[src/rtl/debounce_sync_if.sv]
// debounce_sync_if: level-in / debounced-level-out bundle for debounce_sync.
//   din   : raw asynchronous level (driven by master)
//   q     : debounced, synchronized level
//   q_bar : ~q
//   rise  : one-cycle pulse on an accepted 0->1 change of q
//   fall  : one-cycle pulse on an accepted 1->0 change of q
interface debounce_sync_if;
  logic din;
  logic q;
  logic q_bar;
  logic rise;
  logic fall;

  modport master (output din, input q, q_bar, rise, fall);
  modport slave  (input din, output q, q_bar, rise, fall);
endinterface

[src/rtl/debounce_sync.sv]
// debounce_sync: synchronizes an asynchronous level and accepts a change only
// after DEBOUNCE_CYCLES consecutive synchronized cycles that disagree with q.
//   clk     : single clock, rising edge
//   reset_n : asynchronous active-low reset
//   bus     : debounce_sync_if.slave (din in; q, q_bar, rise, fall out)
// Latency for a stable din level: SYNC_STAGES + DEBOUNCE_CYCLES edges.

// Single resettable register stage used to build the synchronizer chain.
module debounce_sync_dff #(
  parameter logic RST_VAL = 1'b0
) (
  input  logic clk,
  input  logic reset_n,
  input  logic i_d,
  output logic o_q
);
  always_ff @(posedge clk or negedge reset_n)
    if (!reset_n) o_q <= RST_VAL;
    else          o_q <= i_d;
endmodule

module debounce_sync #(
  parameter int   SYNC_STAGES     = 2,
  parameter int   DEBOUNCE_CYCLES = 4,
  parameter logic RESET_VALUE     = 1'b0
) (
  input  logic              clk,
  input  logic              reset_n,
  debounce_sync_if.slave    bus
);
  // Width holds DEBOUNCE_CYCLES-1; at least one bit so DEBOUNCE_CYCLES=1 builds.
  localparam int            CW       = (DEBOUNCE_CYCLES > 1) ? $clog2(DEBOUNCE_CYCLES) : 1;
  localparam logic [CW-1:0] CNT_LAST = CW'(DEBOUNCE_CYCLES - 1);

  // w_sync[0] is raw din, w_sync[SYNC_STAGES] is the only tap used downstream.
  logic [SYNC_STAGES:0] w_sync;
  logic                 w_sync_out;

  assign w_sync[0]  = bus.din;
  assign w_sync_out = w_sync[SYNC_STAGES];

  for (genvar g = 0; g < SYNC_STAGES; g++) begin : g_sync
    debounce_sync_dff #(.RST_VAL(RESET_VALUE)) u_ff (
      .clk     (clk),
      .reset_n (reset_n),
      .i_d     (w_sync[g]),
      .o_q     (w_sync[g+1])
    );
  end

  logic [CW-1:0] r_cnt, w_cnt_nxt;
  logic          r_q, w_q_nxt;
  logic          r_rise, w_rise_nxt;
  logic          r_fall, w_fall_nxt;

  // Any cycle where sync_out agrees with q clears the count, so a short
  // excursion never accumulates across gaps. Counter stops at CNT_LAST and
  // the accepting edge reloads 0, so it never wraps.
  always_comb begin
    w_cnt_nxt  = '0;
    w_q_nxt    = r_q;
    w_rise_nxt = 1'b0;
    w_fall_nxt = 1'b0;
    if (w_sync_out != r_q) begin
      if (r_cnt == CNT_LAST) begin
        w_q_nxt    = w_sync_out;
        w_rise_nxt = w_sync_out;
        w_fall_nxt = ~w_sync_out;
      end else begin
        w_cnt_nxt  = r_cnt + CW'(1);
      end
    end
  end

  always_ff @(posedge clk or negedge reset_n) begin
    if (!reset_n) begin
      r_cnt  <= '0;
      r_q    <= RESET_VALUE;
      r_rise <= 1'b0;
      r_fall <= 1'b0;
    end else begin
      r_cnt  <= w_cnt_nxt;
      r_q    <= w_q_nxt;
      r_rise <= w_rise_nxt;
      r_fall <= w_fall_nxt;
    end
  end

  assign bus.q     = r_q;
  assign bus.q_bar = ~r_q;
  assign bus.rise  = r_rise;
  assign bus.fall  = r_fall;
endmodule
[src/flat_wrapper.sv]
// flat-port wrapper written by rule: the top's interface ports become plain ports
module debounce_sync_flat 
#(
  parameter int   SYNC_STAGES     = 2,
  parameter int   DEBOUNCE_CYCLES = 4,
  parameter logic RESET_VALUE     = 1'b0
)
  (clk, reset_n, bus_din, bus_q, bus_q_bar, bus_rise, bus_fall);
  debounce_sync_if bus_i ();
  input  logic clk;
  input  logic reset_n;
  input wire logic [$bits(bus_i.din)-1:0] bus_din;
  output wire logic [$bits(bus_i.q)-1:0] bus_q;
  output wire logic [$bits(bus_i.q_bar)-1:0] bus_q_bar;
  output wire logic [$bits(bus_i.rise)-1:0] bus_rise;
  output wire logic [$bits(bus_i.fall)-1:0] bus_fall;
  assign bus_i.din = bus_din;
  assign bus_q = bus_i.q;
  assign bus_q_bar = bus_i.q_bar;
  assign bus_rise = bus_i.rise;
  assign bus_fall = bus_i.fall;
  debounce_sync #(.SYNC_STAGES(SYNC_STAGES), .DEBOUNCE_CYCLES(DEBOUNCE_CYCLES), .RESET_VALUE(RESET_VALUE)) u_core (.clk(clk), .reset_n(reset_n), .bus(bus_i));
endmodule
[config.mk]
export PLATFORM = sky130hd
export DESIGN_NAME = debounce_sync_flat
export DESIGN_NICKNAME = d
export VERILOG_FILES = /design/src/rtl/debounce_sync_if.sv /design/src/rtl/debounce_sync.sv /design/src/flat_wrapper.sv
export SDC_FILE = /design/constraint.sdc
export NUM_CORES = 1
export LEC_CHECK = 0
export ABC_AREA = 1
export BUFFER_PORTS_ARGS = -buffer_cell sky130_fd_sc_hd__buf_2
export CORE_AREA = 2 2 39 41
export DETAILED_ROUTE_END_ITERATION = 16
export DIE_AREA = 0 0 41 43
export SLEW_MARGIN = 10
export SYNTH_ARGS = -nofsm -noshare
export SYNTH_HDL_FRONTEND = slang
export SYNTH_SLANG_ARGS = --single-unit
[constraint.sdc]
create_clock -name clk -period 1 [get_ports clk]
set_input_delay 0.3 -clock clk [delete_from_list [all_inputs] [get_ports clk]]
set_output_delay 0.3 -clock clk [all_outputs]
set_load 0.03 [all_outputs]
Word-level counts from Yosys, hierarchy flattened
Cells that the tools add are included.

Register bits after elaboration: 7. Logic and storage cells: 18. Output and inout port bits: 4. Input bits: 3.

Equal/unequal tests: 2. Bitwise logic cells: 2. Muxes and demuxes: 6. Reductions and logical operators: 1. Add/sub/neg operators: 1.

Operators with widths (number): $mux 1 (4); $mux 2 (2); $add 2x1->2 const B (1); $eq 2x2->1 const B (1); $not 1->1 (2); $reduce_and 2->1 (1); $ne 1x1->1 (1).

Longest topological paths before layout
Gate-level depths: netlist (run 1).

Depth in word-level cells: 3. Gate-level depth with buffers: 4. Depth with buffers taken out: 4.

Hierarchy
A second synthesis (run 1) with hierarchy kept.

Cell total of the unflattened synthesis: 22. Area total of the unflattened synthesis: 244.0 um2.

Modules (own cells, without submodules): debounce_sync (times used 1, cells each 20, area each 193.9 um2, sequential area each 125.1 um2); debounce_sync_dff (times used 2, cells each 1, area each 25.0 um2, sequential area each 25.0 um2).

Worst setup path after synthesis (run 1)
No wires, ideal clock.

Path kind: register -> output. From: reg u_core.r_q, in the netlist u_core.bus.q. To: out bus_q_bar. Arrival: 686 ps. Buffers on the path: 0. Stages on the path, launching flop included: 2. Path slack: 14 ps. Required time: 700 ps. Path through: dfrtp_1 > inv_2.

Cells in the longest elaborated chain, start to end: 1.

RTL lines: from (decl) (RTL line debounce_sync.sv:52) `logic r_q, w_q_nxt;`; from (signal assigned) (RTL line debounce_sync.sv:83) `r_q <= w_q_nxt;`; $not 1->1 (RTL line debounce_sync.sv:90) `assign bus.q_bar = ~r_q;`; to (decl) (RTL line flat_wrapper.sv:14) `output wire logic [$bits(bus_i.q_bar)-1:0] bus_q_bar;`.

Every way passes these cells.

Worst setup path in the final report (run 1)
Ends and elaborated chain as after synthesis.

==> flow_metrics.env, run 1 <==
export IMPL_start_kind="flop"
export IMPL_area_growth_pct=43.7
export IMPL_reg2regPathDepth=3
export IMPL_setup_violations=4
export IMPL_synth_common_cells="7 x dfrtp_1, 4 x inv_1, 3 x nand2_1"
export IMPL_layout_setup_ws_ns=-0.154
export IMPL_die_h_um=43
export IMPL_synth_most_common_cell="dfrtp_1"
export IMPL_synth_area_leaders="dfrtp_1 71%, inv_1 6.1%, ha_1 5.1%"
export IMPL_slowest_delay_ns=0.39
export IMPL_synth_nets=26
export IMPL_nets=38
export IMPL_rsz0062_at_grt="true"
export IMPL_finalWirelength_um=379
export IMPL_clock_sinks=7
export IMPL_grt_remaining_overflow=0
export IMPL_dr_pass1_iters=2
export IMPL_dp_hpwl_um=281
export IMPL_hp_class="input port to flop"
export IMPL_criticalPathCategory="flop to primary output"
export IMPL_crit_fanout=3
export IMPL_hold_viol_final=0
export IMPL_power_frac_clock_pct=27.5
export IMPL_p_comb_share_pct=32.3
export IMPL_power_density_nw_per_um2=2610
export IMPL_syn_area_per_cell_sq_um=11.2
export IMPL_cts_buffers=3
export IMPL_tightest_slew_ns=0.156
export IMPL_ys_seq_elements=7
export IMPL_synth_warnings=0
export IMPL_yosysSeqAreaShare_pct=71.1
export IMPL_vias_per_cell=3.47
export IMPL_netlist_instances=22
export IMPL_switching_share_pct=34.7
export IMPL_synth_top_area_share_pct=71.1
export IMPL_slowest_stage="dfrtp_1"
export IMPL_finalPower_mw=0.924
export IMPL_drive_above_1_share_pct=36.4
export IMPL_drc=0
export IMPL_post_route_period_util_pct=115
export IMPL_p_leak_nw=0.180
export IMPL_die_x_um=41
export IMPL_p_switching_mw=0.321
export IMPL_internal_power_mw=0.603
export IMPL_grt_use_total_pct=6.29
export IMPL_num_vias=170
export IMPL_slew_headroom_pct=89.6
export IMPL_coreArea_sq_um=1380
export IMPL_cap_violations=0
export IMPL_die_area_sq_um=1760
export IMPL_antennaDiodeCount=0
export IMPL_drt_initial_drc_count=1
export IMPL_clock_root_buffer="clkbuf_4"
export IMPL_synth_edff_count=0
export IMPL_post_route_util_pct=25.6
export IMPL_rows=14
export IMPL_synth_flop_cell="dfrtp_1"
export IMPL_vdd_drop_max_mv=1.09
export IMPL_start_util_pct=17.8
export IMPL_arrival_ns=0.85
export IMPL_netlist_area_sq_um=246
export IMPL_critPathRequiredTime_ns=0.70
export IMPL_status="finished with violations"
export IMPL_synthArstFlopShare_pct=100
export IMPL_wl_per_cell_um=7.73
export IMPL_synth_cell_types=9
export IMPL_pin_count=7
export IMPL_h_tree_depth=1
export IMPL_clockBufferDepth=2
export IMPL_final_antenna_net_count=0
export IMPL_synth_area_leader_cell="dfrtp_1"
export IMPL_grt_pass1_vias=151
export IMPL_clk_pin_slew_worst_paths_ns=0.05
export IMPL_crit_chain="inv_2 > buf_6"
export IMPL_routabilityCongestion=0.610
export IMPL_port_buffers=6
export IMPL_grt_pass1_wl_um=607
export IMPL_antenna_found_initial=0
export IMPL_cts_tree="yes"
export IMPL_pwr_share_seq_pct=40.2
export IMPL_period_needed_ns=1.15
export IMPL_whs_path_depth=1
export IMPL_clock_skew_final_ns=0.00581
export IMPL_fmax_mhz=867
export IMPL_fill_cells=144
export IMPL_cp_end_kind="primary output"
export IMPL_grt_max_degree=8
export IMPL_violations="negative setup slack"
export IMPL_final_max_slew_viol_count=0
export IMPL_clk_latency_ns=0.25
## placed cells by master (no fill, tap or decap)
cell           synthesis  routed
dfrtp_1                7       7
inv_1                  4       4
nand2_1                3       3
clkbuf_4               0       3
buf_2                  0       3
buf_6                  0       3
nor2_1                 2       2
a21oi_1                2       2
inv_2                  1       1
nand2_2                1       1
o21ai_0                1       1
ha_2                   0       1
clkbuf_1               0       1
dlygate4sd3_1          0       1
## logic make-up after synthesis
logic type,after synthesis,synth area share [%]
fa+ha+maj,1,5.08
compound gates,3,6.09
flops,7,71.1
simple gates,6,10.2
buf+inv,5,7.61
## registers in the layout, indices dropped and copies added (netlist names)
register,flops
u_core.bus.fall,1
u_core.bus.q,1
u_core.bus.rise,1
u_core.g_sync.u_ff.o_q,2
u_core.r_cnt,2
## per-layer routing
metal,track usage [%],up-vias,wire [um],share of wire [%]
met5,0,-,0,0
met4,4.00,0,6,1.6
met3,9.42,2,52,14
met2,6.56,9,159,42
met1,5.67,73,161,42
li1,-,86,-,-
## what timing repair did
item	CTS	global route
setup buffers	0	0
resized for setup	6	1
endpoints found under the hold margin	7	0
endpoints found under the setup margin	4	5
hold buffers	1	0
## power groups by stage
| stage | clock (mW) | combinational [mW] | sequential (mW) |
|---|---|---|---|
| CTS | 0.267 | 0.303 | 0.371 |
| detailed placement | 0 | 0.267 | 0.375 |
| global route | 0.289 | 0.331 | 0.381 |
| global placement | 0 | 0.263 | 0.373 |
| finish | 0.254 | 0.299 | 0.372 |
| floorplan | 0 | 0.143 | 0.421 |
## metrics by stage
step	setup WS (ns)	instances	hold slack [ns]	setup TNS (ns)	area [sq um]
2_1_floorplan	0.0142	22	0.00441	0	246
5_1_grt	-0.209	49	0.137	-0.578	354
6_report	-0.154	49	0.161	-0.388	354
3_5_place_dp	0.0613	44	0.138	0	297
3_3_place_gp	0.0689	44	0.138	0	297
4_1_cts	-0.166	49	0.150	-0.438	352
## worst max-delay path, delay by kind of cell, from the launching register on
family / cells / cell delay (ns)
flops: 1 / 0.39
buf+inv: 2 / 0.21
## final timing paths
path                                            from                         to  slack (ns)
max                                     u_core.bus.q                  bus_q_bar       -0.15
min                                          bus_din  u_core.g_sync[0].u_ff.o_q        0.16
max reg2reg                          u_core.r_cnt[0]            u_core.r_cnt[1]        0.08
min reg2reg                u_core.g_sync[0].u_ff.o_q  u_core.g_sync[1].u_ff.o_q        0.34
max in group asynchronous                    reset_n            u_core.r_cnt[0]        0.43
min in group asynchronous                    reset_n            u_core.bus.rise        0.41
## layout make-up
class	instances	area, sq um	area share, %
Multi-Input combinational cell	10	55.1	15.5
Sequential cell	7	175	49.5
Tap cell	16	20.0	5.65
Clock buffer	4	26.3	7.42
Inverter	5	18.8	5.30
Timing Repair Buffer	7	58.8	16.6
No activity file was read; power rests on OpenSTA's default activity.
==> run 2, diff against run 1 <==
- PLACE_DENSITY: default -> 0.38
==> run 2 against run 1 <==
  * The flow still finishes with violations (negative setup slack)
  * Clock power is essentially flat
  * Routed wire length grew 18%
  * Cell count grew 4.1%
  * Register-to-register slack lost 0.04 ns
  * Sequential power is essentially flat
  * Count of clock-buffer cells in the layout is the same
  * Critical path type unchanged
==> flow_metrics.env, run 2 (synthesis results as in run 1) <==
export IMPL_status="finished with violations"
export IMPL_violations="negative setup slack"
export IMPL_die_x_um=41
export IMPL_final_common_cell="dfrtp_1"
export IMPL_hp_class="input port to flop"
export IMPL_post_route_period_util_pct=114
export IMPL_port_buffers=6
export IMPL_cp_end_kind="primary output"
export IMPL_drt_initial_drc_count=2
export IMPL_antennaDiodeCount=0
export IMPL_p_switching_mw=0.347
export IMPL_die_h_um=43
export IMPL_grt_max_degree=8
export IMPL_placed_area_sq_um=297
export IMPL_power_frac_clock_pct=25.4
export IMPL_internal_power_mw=0.656
export IMPL_pwr_share_seq_pct=37.2
export IMPL_criticalPathCategory="flop to primary output"
export IMPL_period_needed_ns=1.14
export IMPL_clock_sinks=7
export IMPL_post_route_util_pct=26.9
export IMPL_critPathRequiredTime_ns=0.70
export IMPL_clk_pin_slew_worst_paths_ns=0.05
export IMPL_whs_ns=0.155
export IMPL_final_max_slew_viol_count=0
export IMPL_coreArea_sq_um=1380
export IMPL_final_cells=51
export IMPL_cts_buffers=3
export IMPL_dp_slack_ns=0.0537
export IMPL_p_comb_share_pct=37.4
export IMPL_layout_setup_ws_ns=-0.139
export IMPL_wl_per_cell_um=8.80
export IMPL_final_antenna_net_count=0
export IMPL_pin_count=7
export IMPL_reg_largest_list="u_core.g_sync.u_ff.o_q: 2 flops, u_core.r_cnt: 2 flops"
export IMPL_rsz0062_at_grt="true"
export IMPL_switching_share_pct=34.6
export IMPL_finalWirelength_um=449
export IMPL_drc=0
export IMPL_tightest_slew_ns=0.167
export IMPL_cts_tree="yes"
export IMPL_crit_fanout=3
export IMPL_slew_headroom_pct=88.9
export IMPL_grt_pass1_vias=202
export IMPL_placedCellCount=44
export IMPL_clockBufferDepth=2
export IMPL_final_area_sq_um=373
export IMPL_finalPower_mw=1.00
export IMPL_fmax_mhz=878
export IMPL_clock_skew_final_ns=0.00391
export IMPL_dr_pass1_iters=2
export IMPL_antenna_found_initial=0
export IMPL_fin_setup_tns_ns=-0.375
export IMPL_p_leak_nw=0.192
export IMPL_nets=40
export IMPL_rows=14
export IMPL_clk_latency_ns=0.25
export IMPL_power_density_nw_per_um2=2690
export IMPL_dp_hpwl_um=322
export IMPL_arrival_ns=0.84
export IMPL_cap_violations=0
export IMPL_layout_common_cells="7 x dfrtp_1, 4 x clkbuf_4, 3 x inv_1, 3 x nand2_1, 3 x buf_6"
export IMPL_clock_root_buffer="clkbuf_4"
export IMPL_area_growth_pct=51.3
export IMPL_grt_remaining_overflow=0
export IMPL_grt_pass1_wl_um=731
export IMPL_vdd_drop_max_mv=0.883
export IMPL_h_tree_depth=1
export IMPL_setup_violations=4
export IMPL_hold_viol_final=0
export IMPL_start_kind="flop"
export IMPL_start_util_pct=17.8
export IMPL_grt_use_total_pct=7.18
export IMPL_die_area_sq_um=1760
export IMPL_vias_per_cell=3.55
export IMPL_num_vias=181
export IMPL_drive_above_1_share_pct=42.9
export IMPL_routabilityCongestion=0.646
==> run 2: cell count changes in the layout (fill, tap and decap cells not counted) <==
cell and change:
inv_1 -1, buf_2 -1, a21oi_2 +1, inv_2 +1, ha_2 -1, clkbuf_4 +1
buf_4 +2, a21oi_1 -1, ha_1 +1
==> run 2: power by group through the flow <==
stage | logic, mW | registers (mW) | clock network, mW
6_report | 0.375 | 0.373 | 0.255
5_1_grt | 0.407 | 0.379 | 0.292
4_1_cts | 0.327 | 0.375 | 0.266
3_5_place_dp | 0.266 | 0.378 | 0
3_3_place_gp | 0.260 | 0.373 | 0
2_1_floorplan | 0.143 | 0.421 | 0
==> run 2: layout make-up <==
cell class / count / area [sq um]
flip-flops and latches: 7 / 175
well taps: 16 / 20.0
multi-input cells: 10 / 56.3
clock buffers: 4 / 26.3
repair buffers: 9 / 76.3
fillers: 147 / 1010
inverters: 5 / 18.8
==> run 2: final timing paths <==
path | startpoint | end | slack, ns | cells past startpoint
min in group asynchronous | reset_n | u_core.bus.rise | 0.41 | 2
setup / recovery | u_core.bus.q | bus_q_bar | -0.14 | 2
setup reg to reg | u_core.bus.q | u_core.r_cnt[0] | 0.04 | 5
hold reg to reg | u_core.g_sync[0].u_ff.o_q | u_core.g_sync[1].u_ff.o_q | 0.35 | 0
hold / removal | bus_din | u_core.g_sync[0].u_ff.o_q | 0.15 | 1
max in group asynchronous | reset_n | u_core.r_cnt[1] | 0.43 | 2
==> run 2: timing repair <==
item	in CTS	in global routing
buffers inserted	1	1
setup endpoints to repair	4	5
hold endpoints to repair	7	0
gates resized for setup	6	3
hold buffers	1	0
pin swaps	0	0
==> run 2: worst max-delay path, cell delays in order (launching register included) <==
cell     delay, ns
dfrtp_1       0.40
inv_2         0.07
buf_6         0.12
==> run 2: routing by layer <==
metal  GRT usage, %  routed length [um]  vias to the layer above
met1           5.59                 177                       82
met5              0                   0                        -
met4           8.00                   7                        0
met3           4.71                  32                        2
met2           10.3                 232                        6
li1               -                   -                       91
==> run 3, diff against run 2 <==
- ABC_AREA: 1 -> default
- PLACE_DENSITY: 0.38 -> 0.37
==> run 3 against run 2 <==
  * First-iteration DRC count is 100% lower
  * Routed wire length is 7.3% lower
  * Sequential share of layout area is 1.6 points lower
  * Critical path type unchanged
  * The flow still finishes with violations (negative setup slack)
  * Largest power group unchanged
  * Register-to-register slack worse by 0.13 ns
  * Sequential power is 5% higher
  * Final area is 4.4% higher
==> flow_metrics.env, run 3 <==
export IMPL_nets=36
export IMPL_synth_flop_cell="dfrtp_1"
export IMPL_dr_pass1_iters=1
export IMPL_synth_top_area_share_pct=72.9
export IMPL_period_needed_ns=1.18
export IMPL_synth_area_leader_cell="dfrtp_1"
export IMPL_port_buffers=6
export IMPL_layout_common_cells="6 x dfrtp_1, 4 x buf_4, 3 x clkbuf_4, 3 x buf_2, 3 x buf_6"
export IMPL_hold_viol_final=0
export IMPL_rsz0062_at_grt="true"
export IMPL_clock_skew_final_ns=0.00742
export IMPL_netlist_instances=16
export IMPL_power_density_nw_per_um2=2740
export IMPL_min_from="bus_din"
export IMPL_tightest_slew_ns=0.172
export IMPL_die_x_um=41
export IMPL_synth_area_leaders="dfrtp_1 73%, ha_1 5.2%, nor3b_2 5.2%"
export IMPL_critPathRequiredTime_ns=0.70
export IMPL_hp_class="input port to flop"
export IMPL_wl_per_cell_um=8.85
export IMPL_arrival_ns=0.88
export IMPL_slew_headroom_pct=88.6
export IMPL_post_route_period_util_pct=118
export IMPL_finalWirelength_um=416
export IMPL_antenna_found_initial=0
export IMPL_fill_cells=145
export IMPL_netlist_area_sq_um=240
export IMPL_synth_cell_types=10
export IMPL_criticalPathCategory="flop to primary output"
export IMPL_synth_most_common_cell="dfrtp_1"
export IMPL_violations="negative setup slack"
export IMPL_clk_pin_slew_worst_paths_ns=0.06
export IMPL_fin_setup_tns_ns=-0.582
export IMPL_grt_remaining_overflow=0
export IMPL_synth_nets=20
export IMPL_whs_ns=0.159
export IMPL_synth_warnings=0
export IMPL_final_max_slew_viol_count=0
export IMPL_start_util_pct=17.4
export IMPL_syn_area_per_cell_sq_um=15.0
export IMPL_start_kind="flop"
export IMPL_grt_pass1_wl_um=745
export IMPL_grt_pass1_vias=196
export IMPL_vdd_drop_max_mv=1.04
export IMPL_cp_end_kind="primary output"
export IMPL_cts_buffers=3
export IMPL_drt_initial_drc_count=0
export IMPL_layout_setup_ws_ns=-0.182
export IMPL_ys_seq_elements=7
export IMPL_antennaDiodeCount=0
export IMPL_rr_startpoint="u_core.bus.q"
export IMPL_status="finished with violations"
export IMPL_crit_path_start="u_core.bus.q"
export IMPL_cts_tree="yes"
export IMPL_num_vias=170
export IMPL_clk_latency_ns=0.25
export IMPL_die_h_um=43
export IMPL_yosysSeqAreaShare_pct=72.9
export IMPL_reg_largest_list="u_core.g_sync.u_ff.o_q: 2 flops, u_core.r_cnt: 2 flops"
export IMPL_rows=14
export IMPL_area_growth_pct=62.0
export IMPL_synthArstFlopShare_pct=100
export IMPL_final_common_cell="dfrtp_1"
export IMPL_pin_count=7
export IMPL_fmax_mhz=846
export IMPL_grt_use_total_pct=6.90
export IMPL_die_area_sq_um=1760
export IMPL_crit_fanout=3
export IMPL_cap_violations=0
export IMPL_coreArea_sq_um=1380
export IMPL_clock_sinks=7
export IMPL_synth_edff_count=0
export IMPL_clockBufferDepth=2
export IMPL_drc=0
export IMPL_p_leak_nw=0.188
export IMPL_setup_violations=7
export IMPL_routabilityCongestion=0.642
export IMPL_drive_above_1_share_pct=61.3
export IMPL_grt_max_degree=8
export IMPL_finalPower_mw=1.07
export IMPL_h_tree_depth=1
export IMPL_clock_root_buffer="clkbuf_4"
export IMPL_vias_per_cell=3.62
export IMPL_final_antenna_net_count=0
## run 3: timing repair
action	4_1_cts	5_1_grt
gates resized for setup	7	2
pin swaps	0	2
endpoints found under the setup margin	4	8
buffers inserted	2	1
hold buffers	1	0
hold endpoints to repair	7	0
## run 3: per-layer routing
| layer | up-vias | global-route usage (%) | share of wire (%) | wire length [um] |
|---|---|---|---|---|
| met5 | - | 0 | 0 | 0 |
| met4 | 0 | 2.00 | 0 | 0 |
| met3 | 0 | 7.85 | 12 | 49 |
| met2 | 8 | 8.75 | 50 | 206 |
| met1 | 80 | 7.31 | 38 | 160 |
| li1 | 82 | - | - | - |
## run 3: kinds of logic after synthesis
logic type               after synthesis  synth area share [%]
flip-flops                             7                  72.9
AND/OR/NAND/NOR                        5                  14.6
AO/OA/AOI/OAI                          1                  2.08
XOR/XNOR                               1                  3.65
buffers and inverters                  1                  1.56
adder cells (fa/ha/maj)                1                  5.21
## run 3: critical path, stage by stage (launching register included)
cell and delay [ns]:
dfrtp_2 0.43, clkinvlp_4 0.08, buf_6 0.12
## run 3: power by group
group	switching, mW	internal (mW)
clock network	0.106	0.152
logic	0.197	0.218
registers	0.0442	0.347
## run 3: path summary, 6_finish.rpt
path	slack (ns)	endpoint	cells after the start
worst min-delay path	0.16	u_core.g_sync[0].u_ff.o_q	1
worst max register to register	-0.09	u_core.bus.fall	5
worst min register to register	0.34	u_core.g_sync[1].u_ff.o_q	0
max in group asynchronous	0.43	u_core.bus.q	2
worst max-delay path	-0.18	bus_q_bar	2
min in group asynchronous	0.40	u_core.r_cnt[0]	2
## run 3: through the flow
stage,cell area [sq um],utilization [%],instances,setup WS (ns)
floorplan,245,-,16,-0.0205
global placement,303,21.9,39,0.0264
detailed placement,303,21.9,39,0.0140
CTS,378,27.3,46,-0.186
global route,389,28.1,47,-0.217
finish,389,28.1,47,-0.182
## run 3: cell type report
class,count,area (sq um),area share [%]
multi-input cells,8,70.1,18.0
well taps,16,20.0,5.14
clock buffers,4,26.3,6.75
repair buffers,11,88.8,22.8
inverters,1,7.51,1.93
flip-flops and latches,7,176,45.3
